File: src/rtl/prog_loader_pkg.sv
// ---------------------------------------------------------------------------
// prog_loader_pkg : shared state type and NOP encoding for the program loader
// Revision 1.0
// ---------------------------------------------------------------------------
`default_nettype none

package prog_loader_pkg;

  typedef enum logic [1:0] {
    LOAD = 2'd0,
    FILL = 2'd1,
    RUN  = 2'd2,
    ERR  = 2'd3
  } loader_state_t;

  localparam int NOP_WORD = 0;

endpackage

`default_nettype wire

File: src/rtl/prog_loader.sv
// ---------------------------------------------------------------------------
// prog_loader : streams a program into instruction ROM, zero-fills the tail,
//               then releases the processor from reset
// Revision 1.0
// ---------------------------------------------------------------------------
`default_nettype none

module prog_loader
  import prog_loader_pkg::*;
#(
  parameter int IW              = 12,
  parameter int ROM_addressBits = 6
) (
  input  logic                       clk,
  input  logic                       rst_n,
  input  logic                       in_valid,
  input  logic [IW-1:0]              in_data,
  input  logic                       in_last,
  output logic                       in_ready,
  input  logic                       reload,
  output logic                       rom_we,
  output logic [ROM_addressBits-1:0] rom_addr,
  output logic [IW-1:0]              rom_wdata,
  output logic                       cpu_rst_n,
  output logic                       done,
  output logic                       error,
  output logic [ROM_addressBits:0]   words_loaded
);

  localparam logic [ROM_addressBits-1:0] C_WA_MAX = '1;

  loader_state_t                state_q, state_d;
  logic [ROM_addressBits-1:0]   wa_q, wa_d;
  logic [ROM_addressBits:0]     words_q, words_d;
  logic                         rom_we_q, rom_we_d;
  logic [ROM_addressBits-1:0]   rom_addr_q, rom_addr_d;
  logic [IW-1:0]                rom_wdata_q, rom_wdata_d;
  logic                         cpu_rst_n_q, cpu_rst_n_d;

  always_comb begin
    state_d     = state_q;
    wa_d        = wa_q;
    words_d     = words_q;
    rom_we_d    = 1'b0;
    rom_addr_d  = rom_addr_q;
    rom_wdata_d = rom_wdata_q;
    cpu_rst_n_d = 1'b0;
    case (state_q)
      LOAD: begin
        if (in_valid) begin
          rom_we_d    = 1'b1;
          rom_addr_d  = wa_q;
          rom_wdata_d = in_data;
          wa_d        = wa_q + 1'b1;
          words_d     = words_q + 1'b1;
          if (in_last)
            state_d = (wa_q == C_WA_MAX) ? RUN : FILL;
          else if (wa_q == C_WA_MAX)
            state_d = ERR;
        end
      end
      FILL: begin
        rom_we_d    = 1'b1;
        rom_addr_d  = wa_q;
        rom_wdata_d = IW'(NOP_WORD);
        wa_d        = wa_q + 1'b1;
        if (wa_q == C_WA_MAX)
          state_d = RUN;
      end
      RUN, ERR: begin
        // Release only from a settled RUN, one cycle after the final ROM write
        if (reload) begin
          state_d = LOAD;
          wa_d    = '0;
          words_d = '0;
        end else begin
          cpu_rst_n_d = (state_q == RUN);
        end
      end
      default: state_d = LOAD;
    endcase
  end

  always_ff @(posedge clk or negedge rst_n) begin
    if (!rst_n) begin
      state_q     <= LOAD;
      wa_q        <= '0;
      words_q     <= '0;
      rom_we_q    <= 1'b0;
      rom_addr_q  <= '0;
      rom_wdata_q <= '0;
      cpu_rst_n_q <= 1'b0;
    end else begin
      state_q     <= state_d;
      wa_q        <= wa_d;
      words_q     <= words_d;
      rom_we_q    <= rom_we_d;
      rom_addr_q  <= rom_addr_d;
      rom_wdata_q <= rom_wdata_d;
      cpu_rst_n_q <= cpu_rst_n_d;
    end
  end

  assign in_ready     = (state_q == LOAD);
  assign done         = (state_q == RUN);
  assign error        = (state_q == ERR);
  assign rom_we       = rom_we_q;
  assign rom_addr     = rom_addr_q;
  assign rom_wdata    = rom_wdata_q;
  assign cpu_rst_n    = cpu_rst_n_q;
  assign words_loaded = words_q;

endmodule

`default_nettype wire

File: config.mk
export PLATFORM = sky130hd
export DESIGN_NAME = prog_loader
export DESIGN_NICKNAME = d
export VERILOG_FILES = /design/src/rtl/prog_loader_pkg.sv /design/src/rtl/prog_loader.sv
export SDC_FILE = /design/constraint.sdc
export NUM_CORES = 1
export LEC_CHECK = 0
export CAP_MARGIN = 10
export CORE_MARGIN = 4
export CORE_UTILIZATION = 50
export CTS_BUF_LIST = sky130_fd_sc_hd__clkbuf_16
export CTS_CLUSTER_SIZE = 10
export DETAILED_ROUTE_END_ITERATION = 8
export DONT_BUFFER_PORTS = 1
export MAX_ROUTING_LAYER = met4
export SKIP_CTS_REPAIR_TIMING = 1
export SYNTH_ARGS = -nofsm -noshare
export SYNTH_HDL_FRONTEND = slang
export SYNTH_SLANG_ARGS = --single-unit
File: constraint.sdc
create_clock -name clk -period 2.1 [get_ports clk]
set_clock_uncertainty 0.2 [all_clocks]
set_input_delay 0.315 -clock clk [delete_from_list [all_inputs] [get_ports clk]]
set_output_delay 0.315 -clock clk [all_outputs]
set_load 0.05 [all_outputs]
==> results of run 1 <==
## cell type report
type,instances,area share [%]
Clock buffer,5,6.609
Multi-Input combinational cell,93,31.99
Tap cell,31,2.049
Clock inverter,3,0.6609
Inverter,2,0.3966
Timing Repair Buffer,24,12.03
Sequential cell,35,46.27
## metal layers
layer | share of wire, % | vias to the layer above | GRT usage [%]
li1 | - | 528 | -
met4 | 1.4 | 0 | 6.469
met3 | 8.4 | 4 | 6.572
met5 | 0 | - | -
met2 | 43 | 44 | 23.47
met1 | 47 | 529 | 20.11
## flip-flops by register name (all words and copies together) (netlist names)
register	cells
wa_q	6
rom_we	1
rom_wdata	12
cpu_rst_n	1
words_loaded	7
rom_addr	6
state_q	2
## Yosys cell counts, types with 4 or more instances
cell type   n
nand2_1    24
dfrtp_1    35
buf_2       6
o21ai_1     4
a22o_1     13
nor2b_1     4
xor2_1      5
nor2_1     11
## cell families (layout without fill, tap and decap cells)
kind of cell | after synthesis | in the layout
flip-flops | 35 | 35
AO/OA/AOI/OAI | 25 | 25
buffers and inverters | 9 | 34
XOR/XNOR | 6 | 6
adder cells (fa/ha/maj) | 2 | 2
AND/OR/NAND/NOR | 57 | 57
multiplexers | 3 | 3
## worst reg2reg max path, stage by stage (launching register included)
cell and delay (ps):
dfrtp_1 420, ha_1 240, and3_1 200, and3_4 190
mux2_4 290, a221o_1 310
## final timing paths
check | startpoint | end | slack (ps)
max | wa_q[0]$_DFFE_PN0P_ | state_q[0]$_DFFE_PN0P_ | 130
min | in_last | state_q[0]$_DFFE_PN0P_ | 120
max reg2reg | wa_q[0]$_DFFE_PN0P_ | state_q[0]$_DFFE_PN0P_ | 130
min reg2reg | wa_q[1]$_DFFE_PN0P_ | rom_addr[1]$_DFFE_PN0P_ | 340
max in group asynchronous | rst_n | wa_q[0]$_DFFE_PN0P_ | 1210
min in group asynchronous | rst_n | rom_wdata[6]$_DFFE_PN0P_ | 310
## report_power, final
part	switching, uW	internal (uW)	total [uW]
combinational	443	303	746
clock	246	427	673
sequential	532	867	1400
## stage by stage
stage	hold WS [ps]	area (um^2)	total power, uW	utilization (%)	cells
after floorplan	-180.6	1530	1933	-	137
after global placement	-179.8	1595	2104	56.39	170
after detailed placement	-179.7	1595	2118	56.39	170
after CTS	-473.9	1733	2805	61.26	178
after global routing	122.1	1893	2999	66.92	193
final	115.0	1893	2818	66.92	193
==> summary.txt, run 1 <==
STA
  – Tcrit/Tclk final: 93.88%
  – Min Tclk post-route: 1971 ps
  – Setup TNS: 0 ps
  – Worst-Margin Slew: 542.4 ps
  – Max Clk Rate: 507.2 MHz
  – Worst setup margin: 128.6 ps
  – Worst rel slew slack: 63.84%
  – Unrepaired setup endpoints after global routing: false
  – Fin. Hold Viols: 0
  – Pins Over Slew Limit: 0
  – # setup viols final: 0

GRT
  – GRT overflow: 0
  – Initial antenna violation count: 0
  – Largest net degree at the start of global routing: 36
  – Tot GR Track Use: 16.19%
  – Vias in the first global route: 1,045
  – First-pass GRT wire length: 4.954 mm

Clocking
  – Total CTS buffers: 5
  – CTS tree: yes
  – Clock buffer depth: 2
  – Reg clk slew, reported paths: 50 ps
  – CTS Root Cell: clkbuf_16
  – # clock sinks: 35
  – CTS H-tree lvls: 2
  – Clock Latency Late Sink: 270 ps

Worst setup path
  – Crit path depth: 5
  – Crit start category: flop
  – Crit-path max cell delay: 420 ps
  – Worst path top cell family by delay: flip-flops
  – R2R depth: 5
  – Data required, critical path: 2060 ps
  – Buf/Inv on CP: 0
  – Critical path class: flop to flop
  – Crit Path Max Fanout: 5
  – Capturing element type of the critical path: flop
  – Critical-path top delay cell: dfrtp_1
  – Cell Chain, Critical Path: ha_1, and3_1, and3_4, mux2_4, a221o_1
  – CP arrival: 1930 ps

Layout
  – Most common cell after layout, fill and taps aside: dfrtp_1
  – # nets final: 180
  – Number of fill cells: 219
  – Sequential cell area: 875.8 um^2
  – Share of cells above drive strength 1: 14.81%
  – ANT cells: 0
  – Area of the multi-input gates: 605.6 um^2
  – Commonest non-fill, non-tap cells in the layout: 35 x dfrtp_1, 24 x nand2_1, 14 x dlygate4sd3_1, 13 x a22o_1, 11 x nor2_1
  – Area grow syn2layout: 23.71%

Die
  – I/O pin count: 47
  – Die H: 63.32 um
  – Die X-Extent: 63.32 um
  – Cell row count: 19
  – Die area: 4009 um^2
  – Initial Utilization: 54.09%
  – Core box area: 2829 um^2

Placement
  – Post-place setup slack: 146.3 ps
  – Gp weighted congestion: 0.8503
  – DPL Wire Length: 1.949 mm
  – I/O Buffers: 0

Synth
  – Yosys top cell area share: 57.24%
  – Simple-Gate Fraction of Synth Area: 19.46%
  – Register area share after synthesis: 57.24%
  – Synth area leaders: dfrtp_1 57%, a22o_1 7.4%, nand2_1 5.9%
  – Flops & latches, synth: 35
  – XOR/XNOR Fraction of Synth Area: 3.434%
  – Post-Syn Instances: 137
  – Syn_nets: 156
  – Number of synthesized flops with an enable pin: 0
  – Synth Area in Compound Gates: 12.67%
  – Mux share of post-synthesis cell area: 2.371%
  – Mean area per synthesized cell: 11.17 um^2
  – Biggest area consumer among synthesized cells: dfrtp_1
  – Async SR Flop Fraction: 100.0%
  – Yosys warns: 0
  – Most common flop cell mapped by yosys: dfrtp_1
  – Synth Area in Adders: 1.635%
  – Mapped cell area: 1530 um^2
  – Netlist cell types: 36
  – Largest family of logic cells by synthesized area: simple AND/OR/NAND/NOR gates

Routing
  – Via count: 1,105
  – DRC errors left: 0
  – WL per Instance: 15.80 um
  – Iter 0 DRT Violations: 72
  – Final wirelength: 3.050 mm
  – Drt pass-1 iters: 4
  – Vias per Instance: 5.725
  – Post-route ant nets: 0

Status
  – Status: completed

Run
  – Max cap viols: 0

Power
  – Static Leakage: 0.0009031 uW
  – Peak supply drop: 828.9 uV
  – Power per cell area: 1489 nW/um^2

Min path
  – Hold depth: 2
  – Hold WC Path Type: primary input to flop
Power figures use the tool's default switching activity.
==> run 2, diff against run 1 <==
REMOVE_ABC_BUFFERS = 1   (was unset)
SLEW_MARGIN = 30   (was unset)
==> run 2 against run 1 <==
Net effect:
- the flow now finishes with violations (negative hold slack)
- utilization grew 1.7 points
- register-to-register slack gained 30 ps
- global-route usage grew 0.21 points
- critical endpoint unchanged
- flip-flop and latch count is the same
- largest power group unchanged
==> summary.txt, run 2 (synthesis results as in run 1) <==
Clocking
  – CTS H-tree lvls: 2 (unchanged)
  – Clock Latency Late Sink: 270 ps (about the same)
  – CTS Root Cell: clkbuf_16 (unchanged)
  – Clock buffer depth: 2 (unchanged)
  – CTS tree: yes (unchanged)
  – Total CTS buffers: 5 (unchanged)
  – Reg clk slew, reported paths: 50 ps (about the same)
  – # clock sinks: 35 (unchanged)

GRT
  – First-pass GRT wire length: 4.961 mm (was 4.954 mm)
  – Initial antenna violation count: 0 (unchanged)
  – Vias in the first global route: 997 (was 1,045)
  – Largest net degree at the start of global routing: 36 (unchanged)
  – GRT overflow: 0 (unchanged)
  – Tot GR Track Use: 16.39% (was 16.19%)

Die
  – Core box area: 2829 um^2 (unchanged)
  – Die H: 63.32 um (unchanged)
  – Cell row count: 19 (unchanged)
  – Die area: 4009 um^2 (unchanged)
  – Initial Utilization: 54.09% (unchanged)
  – I/O pin count: 47 (unchanged)
  – Die X-Extent: 63.32 um (unchanged)

Routing
  – Drt pass-1 iters: 2 (was 4)
  – Vias per Instance: 5.570 (was 5.725)
  – WL per Instance: 16.23 um (was 15.80 um)
  – Iter 0 DRT Violations: 64 (was 72)
  – Via count: 1,075 (was 1,105)
  – Post-route ant nets: 0 (unchanged)
  – DRC errors left: 0 (unchanged)
  – Final wirelength: 3.132 mm (was 3.050 mm)

Layout
  – Number of fill cells: 205 (was 219)
  – Commonest non-fill, non-tap cells in the layout: 35 x dfrtp_1, 24 x nand2_1, 13 x a22o_1, 13 x dlygate4sd3_1, 11 x nor2_1 (was 35 x dfrtp_1, 24 x nand2_1, 14 x dlygate4sd3_1, 13 x a22o_1, 11 x nor2_1)
  – Area of the multi-input gates: 605.6 um^2 (unchanged)
  – # nets final: 180 (unchanged)
  – Most common cell after layout, fill and taps aside: dfrtp_1 (unchanged)
  – ANT cells: 0 (unchanged)
  – Largest register FFs: 12 (unchanged)
  – Share of cells above drive strength 1: 16.05% (was 14.81%)
  – Sequential cell area: 875.8 um^2 (unchanged)
  – Finished Layout Cells: 193 (unchanged)
  – Area grow syn2layout: 26.90% (was 23.71%)

Placement
  – I/O Buffers: 0 (unchanged)
  – DP Cell Count: 171 (was 170)
  – DPL Wire Length: 2.067 mm (was 1.949 mm)
  – Gp weighted congestion: 0.8983 (was 0.8503)

Status
  – Status: complete, but fails checks (was completed)
  – Failing checks: negative hold slack

STA
  – # setup viols final: 0 (unchanged)
  – Max Clk Rate: 515.3 MHz (was 507.2 MHz)
  – Unrepaired setup endpoints after global routing: false (unchanged)
  – Pins Over Slew Limit: 0 (unchanged)
  – Min Tclk post-route: 1941 ps (was 1971 ps)
  – Fin. Hold Viols: 1 (was 0)
  – Worst rel slew slack: 61.28% (was 63.84%)
  – Hold Slack: -14.06 ps (was 115.0 ps)
  – Setup TNS: 0 ps (unchanged)
  – Worst-Margin Slew: 578.3 ps (was 542.4 ps)
  – Tcrit/Tclk final: 92.42% (was 93.88%)

Worst setup path
  – R2R depth: 5 (unchanged)
  – Crit start category: flop (unchanged)
  – Critical path class: flop to flop (unchanged)
  – Data required, critical path: 2050 ps (was 2060 ps)
  – Capturing element type of the critical path: flop (unchanged)
  – Worst r2r src: wa_q[0]$_DFFE_PN0P_ (unchanged)
  – Crit Path Max Fanout: 5 (unchanged)
  – Reg2Reg Setup Slack: 160 ps (was 130 ps)
  – CP arrival: 1890 ps (was 1930 ps)
  – Reg2Reg Capture Point: state_q[0]$_DFFE_PN0P_ (unchanged)

Min path
  – Hold WC Path Type: primary input to flop (unchanged)
  – Hold EP: rom_wdata[7]$_DFFE_PN0P_ (was state_q[0]$_DFFE_PN0P_)
  – Hold depth: 1 (was 2)
  – HP Start: in_data[7] (was in_last)

Power
  – Power per cell area: 1587 nW/um^2 (was 1489 nW/um^2)
  – Peak supply drop: 837.3 uV (was 828.9 uV)
  – Static Leakage: 0.0009234 uW (was 0.0009031 uW)

Run
  – Max cap viols: 0 (unchanged)
-- run 2: cell count changes in the layout (fill, tap and decap cells not counted) --
cell,change
bufinv_16,+2
buf_4,+1
clkinv_2,-1
dlygate4sd3_1,-1
inv_1,-1
-- run 2: layout make-up --
class | instances | share of cell area (%)
sequential | 35 | 45.10
tap | 31 | 1.997
inverter | 2 | 0.3866
timing repair buffer | 24 | 11.60
multi-input combinational | 93 | 31.19
clock inverter | 3 | 3.286
clock buffer | 5 | 6.443
-- run 2: per-stage QoR --
step / setup slack (ps) / total power (uW) / util (%) / hold WS (ps) / instance area, um^2
global route: 98.25 / 3250 / 68.64 / 3.252 / 1942
finish: 159.2 / 3081 / 68.64 / -14.06 / 1942
floorplan: 146.5 / 1902 / - / -180.6 / 1489
detailed placement: 174.5 / 2129 / 56.66 / -179.8 / 1603
global placement: 181.7 / 2110 / 56.66 / -179.8 / 1603
CTS: 150.6 / 3067 / 63.33 / -470.5 / 1792
-- run 2: critical path, cell delays in order, from the launching register on --
cell	delay [ps]
dfrtp_1	410
ha_1	230
and3_1	190
and3_4	190
mux2_4	290
a221o_1	310
-- run 2: where the power goes --
group          switching [uW]  leakage (uW)  internal (uW)
Sequential                524      0.000449            867
Clock                     255     0.0000952            675
Combinational             457      0.000379            303
-- run 2: worst max-delay path by stage --
stage                                start                          end  slack (ps)  cells after the start
floorplan           state_q[1]$_DFFE_PN0P_  words_loaded[4]$_DFFE_PN0P_         150                      4
global placement       wa_q[0]$_DFFE_PN0P_       state_q[0]$_DFFE_PN0P_         180                      5
detailed placement     wa_q[0]$_DFFE_PN0P_       state_q[0]$_DFFE_PN0P_         170                      5
CTS                    wa_q[0]$_DFFE_PN0P_       state_q[0]$_DFFE_PN0P_         150                      5
global route           wa_q[0]$_DFFE_PN0P_       state_q[0]$_DFFE_PN0P_         100                      5
finish                 wa_q[0]$_DFFE_PN0P_       state_q[0]$_DFFE_PN0P_         160                      5
-- run 2: layer usage --
| layer | up-vias | share of wire, % | global-route usage, % |
|---|---|---|---|
| li1 | 524 | - | - |
| met1 | 517 | 44 | 19.15 |
| met2 | 30 | 48 | 24.90 |
| met3 | 4 | 6.3 | 7.815 |
| met4 | 0 | 1.2 | 5.391 |
| met5 | - | 0 | - |
==> run 3, diff against run 2 <==
--- a/config.mk
+++ b/config.mk
@@ -16,5 +16,4 @@
 export REMOVE_ABC_BUFFERS = 1
 export SKIP_CTS_REPAIR_TIMING = 1
-export SLEW_MARGIN = 30
 export SYNTH_ARGS = -nofsm -noshare
 export SYNTH_HDL_FRONTEND = slang
==> constraint.sdc (replaced) <==
create_clock -name clk -period 2.1 [get_ports clk]
set_clock_uncertainty 0.2 [all_clocks]
set_input_delay 0.315 -clock clk [delete_from_list [all_inputs] [get_ports clk]]
set_output_delay 0.315 -clock clk [all_outputs]
set_load 0.02 [all_outputs]
==> run 3 against run 2 <==
Net effect:
- the flow now finishes without violations
- global-route usage decreased by 0.14 points
- via count decreased by 1.9%
- sequential share of layout area increased by 2.3 points
- die area unchanged
- worst hold slack improved by 140 ps
- final cell count decreased by 3.1%
- highest routed layer unchanged
- critical endpoint unchanged
- combinational power decreased by 31%
- wire length decreased by 0.42%
- register-to-register slack got worse by 20 ps
- first-iteration DRC count decreased by 48%
- clock power decreased by 28%
- utilization decreased by 3.4 points
- largest cell class unchanged
==> summary.txt, run 3 (synthesis results as in run 1) <==
Routing
  – Post-route ant nets: 0 (unchanged)
  – Drt pass-1 iters: 4 (was 2)
  – Iter 0 DRT Violations: 33 (was 64)
  – Vias per Instance: 5.642 (was 5.570)
  – Via count: 1,055 (was 1,075)
  – WL per Instance: 16.68 um (was 16.23 um)
  – DRC errors left: 0 (unchanged)
  – Final wirelength: 3.119 mm (was 3.132 mm)

Power
  – Comb power frac: 21.5% (was 24.7%)
  – Clock power share: 27.3% (was 30.2%)
  – Psw: 893.5 uW (was 1237 uW)
  – Net switching fraction of the power: 36.63% (was 40.14%)
  – Static Leakage: 0.0008659 uW (was 0.0009234 uW)
  – Power share of the sequential group: 51.2% (was 45.2%)
  – Peak supply drop: 786.8 uV (was 837.3 uV)
  – Internal power component: 1546 uW (was 1844 uW)
  – Power per cell area: 1321 nW/um^2 (was 1587 nW/um^2)

Layout
  – Most common cell after layout, fill and taps aside: dfrtp_1 (unchanged)
  – Final Instance Area: 1847 um^2 (was 1942 um^2)
  – # nets final: 174 (was 180)
  – Share of cells above drive strength 1: 10.90% (was 16.05%)
  – Area grow syn2layout: 20.69% (was 26.90%)
  – Commonest non-fill, non-tap cells in the layout: 35 x dfrtp_1, 24 x nand2_1, 14 x dlygate4sd3_1, 13 x a22o_1, 11 x nor2_1 (was 35 x dfrtp_1, 24 x nand2_1, 13 x a22o_1, 13 x dlygate4sd3_1, 11 x nor2_1)
  – ANT cells: 0 (unchanged)
  – Largest register FFs: 12 (unchanged)

Clocking
  – Clock Latency Late Sink: 270 ps (about the same)
  – CTS Root Cell: clkbuf_16 (unchanged)
  – CTS H-tree lvls: 2 (unchanged)
  – Total CTS buffers: 5 (unchanged)
  – Clock buffer depth: 2 (unchanged)
  – Reg clk slew, reported paths: 50 ps (about the same)
  – # clock sinks: 35 (unchanged)
  – CTS tree: yes (unchanged)

STA
  – Unrepaired setup endpoints after global routing: false (unchanged)
  – Tcrit/Tclk final: 93.38% (was 92.42%)
  – Worst rel slew slack: 69.30% (was 61.28%)
  – # setup viols final: 0 (unchanged)
  – Fin. Hold Viols: 0 (was 1)
  – Setup TNS: 0 ps (unchanged)
  – Pins Over Slew Limit: 0 (unchanged)
  – Worst setup margin: 139.0 ps (was 159.2 ps)
  – Hold Slack: 122.5 ps (was -14.06 ps)
  – Worst-Margin Slew: 459.6 ps (was 578.3 ps)
  – Max Clk Rate: 510.0 MHz (was 515.3 MHz)
  – Min Tclk post-route: 1961 ps (was 1941 ps)

Die
  – Initial Utilization: 54.09% (unchanged)
  – Die area: 4009 um^2 (unchanged)
  – Die X-Extent: 63.32 um (unchanged)
  – Core box area: 2829 um^2 (unchanged)
  – Cell row count: 19 (unchanged)
  – Die H: 63.32 um (unchanged)
  – I/O pin count: 47 (unchanged)

Worst setup path
  – Worst r2r src: wa_q[0]$_DFFE_PN0P_ (unchanged)
  – Reg2Reg Setup Slack: 140 ps (was 160 ps)
  – Crit Path Max Fanout: 5 (unchanged)
  – CP arrival: 1920 ps (was 1890 ps)
  – Crit start category: flop (unchanged)
  – R2R depth: 5 (unchanged)
  – Capturing element type of the critical path: flop (unchanged)
  – Data required, critical path: 2060 ps (was 2050 ps)
  – Critical path class: flop to flop (unchanged)
  – Reg2Reg Capture Point: state_q[0]$_DFFE_PN0P_ (unchanged)

Min path
  – HP Start: in_last (was in_data[7])
  – Hold EP: state_q[0]$_DFFE_PN0P_ (was rom_wdata[7]$_DFFE_PN0P_)
  – Hold WC Path Type: primary input to flop (unchanged)
  – Hold depth: 2 (was 1)

Status
  – Status: completed (was complete, but fails checks)

GRT
  – Initial antenna violation count: 0 (unchanged)
  – GRT overflow: 0 (unchanged)
  – First-pass GRT wire length: 4.912 mm (was 4.961 mm)
  – Vias in the first global route: 1,013 (was 997)
  – Largest net degree at the start of global routing: 36 (unchanged)
  – Tot GR Track Use: 16.25% (was 16.39%)

Placement
  – Gp weighted congestion: 0.8632 (was 0.8983)
  – Post-place setup slack: 142.2 ps (was 174.5 ps)
  – DP Area: 1550 um^2 (was 1603 um^2)
  – DPL Wire Length: 2.002 mm (was 2.067 mm)
  – I/O Buffers: 0 (unchanged)

Run
  – Max cap viols: 0 (unchanged)
[run 3: cell count changes in the layout (fill, tap and decap cells not counted), sizes merged]
cell | before | now
dlygate4sd3 | 13 | 14
bufinv | 2 | 0
clkinv | 0 | 2
buf | 11 | 4
[run 3: worst max path at each step]
stage,from,end,cells after the start
6_report,wa_q[0]$_DFFE_PN0P_,state_q[0]$_DFFE_PN0P_,5
5_1_grt,wa_q[0]$_DFFE_PN0P_,state_q[0]$_DFFE_PN0P_,5
4_1_cts,wa_q[0]$_DFFE_PN0P_,state_q[0]$_DFFE_PN0P_,5
3_5_place_dp,wa_q[0]$_DFFE_PN0P_,state_q[0]$_DFFE_PN0P_,5
3_3_place_gp,wa_q[0]$_DFFE_PN0P_,state_q[0]$_DFFE_PN0P_,5
2_1_floorplan,state_q[1]$_DFFE_PN0P_,words_loaded[4]$_DFFE_PN0P_,4
[run 3: power groups by stage]
stage / logic [uW] / clock network (uW) / registers [uW]
2_1_floorplan: 391 / 0 / 1200
3_3_place_gp: 473 / 0 / 1250
3_5_place_dp: 489 / 0 / 1260
4_1_cts: 492 / 683 / 1250
5_1_grt: 610 / 714 / 1280
6_report: 525 / 667 / 1250
[run 3: through the flow]
stage,std cells,utilization [%],power (uW)
floorplan,130,-,1592
global placement,164,54.80,1728
detailed placement,164,54.80,1749
CTS,172,59.62,2424
global route,187,65.28,2609
finish,187,65.28,2439
[run 3: area by class of cell]
class	instances	area, um^2
fillers	227	982.2
clock inverters	3	11.26
multi-input cells	93	605.6
inverters	2	7.507
well taps	31	38.79
flip-flops and latches	35	875.8
repair buffers	18	182.7
clock buffers	5	125.1
[run 3: per-layer routing]
layer,GRT usage (%),routed length [um]
met1,19.86,1358
met2,24.12,1479
met3,6.927,241
met4,5.660,38
met5,-,0
[run 3: worst max-delay path, cell delays in order (launching register included)]
cell	delay, ps
dfrtp_1	420
ha_1	240
and3_1	190
and3_4	190
mux2_4	290
a221o_1	310
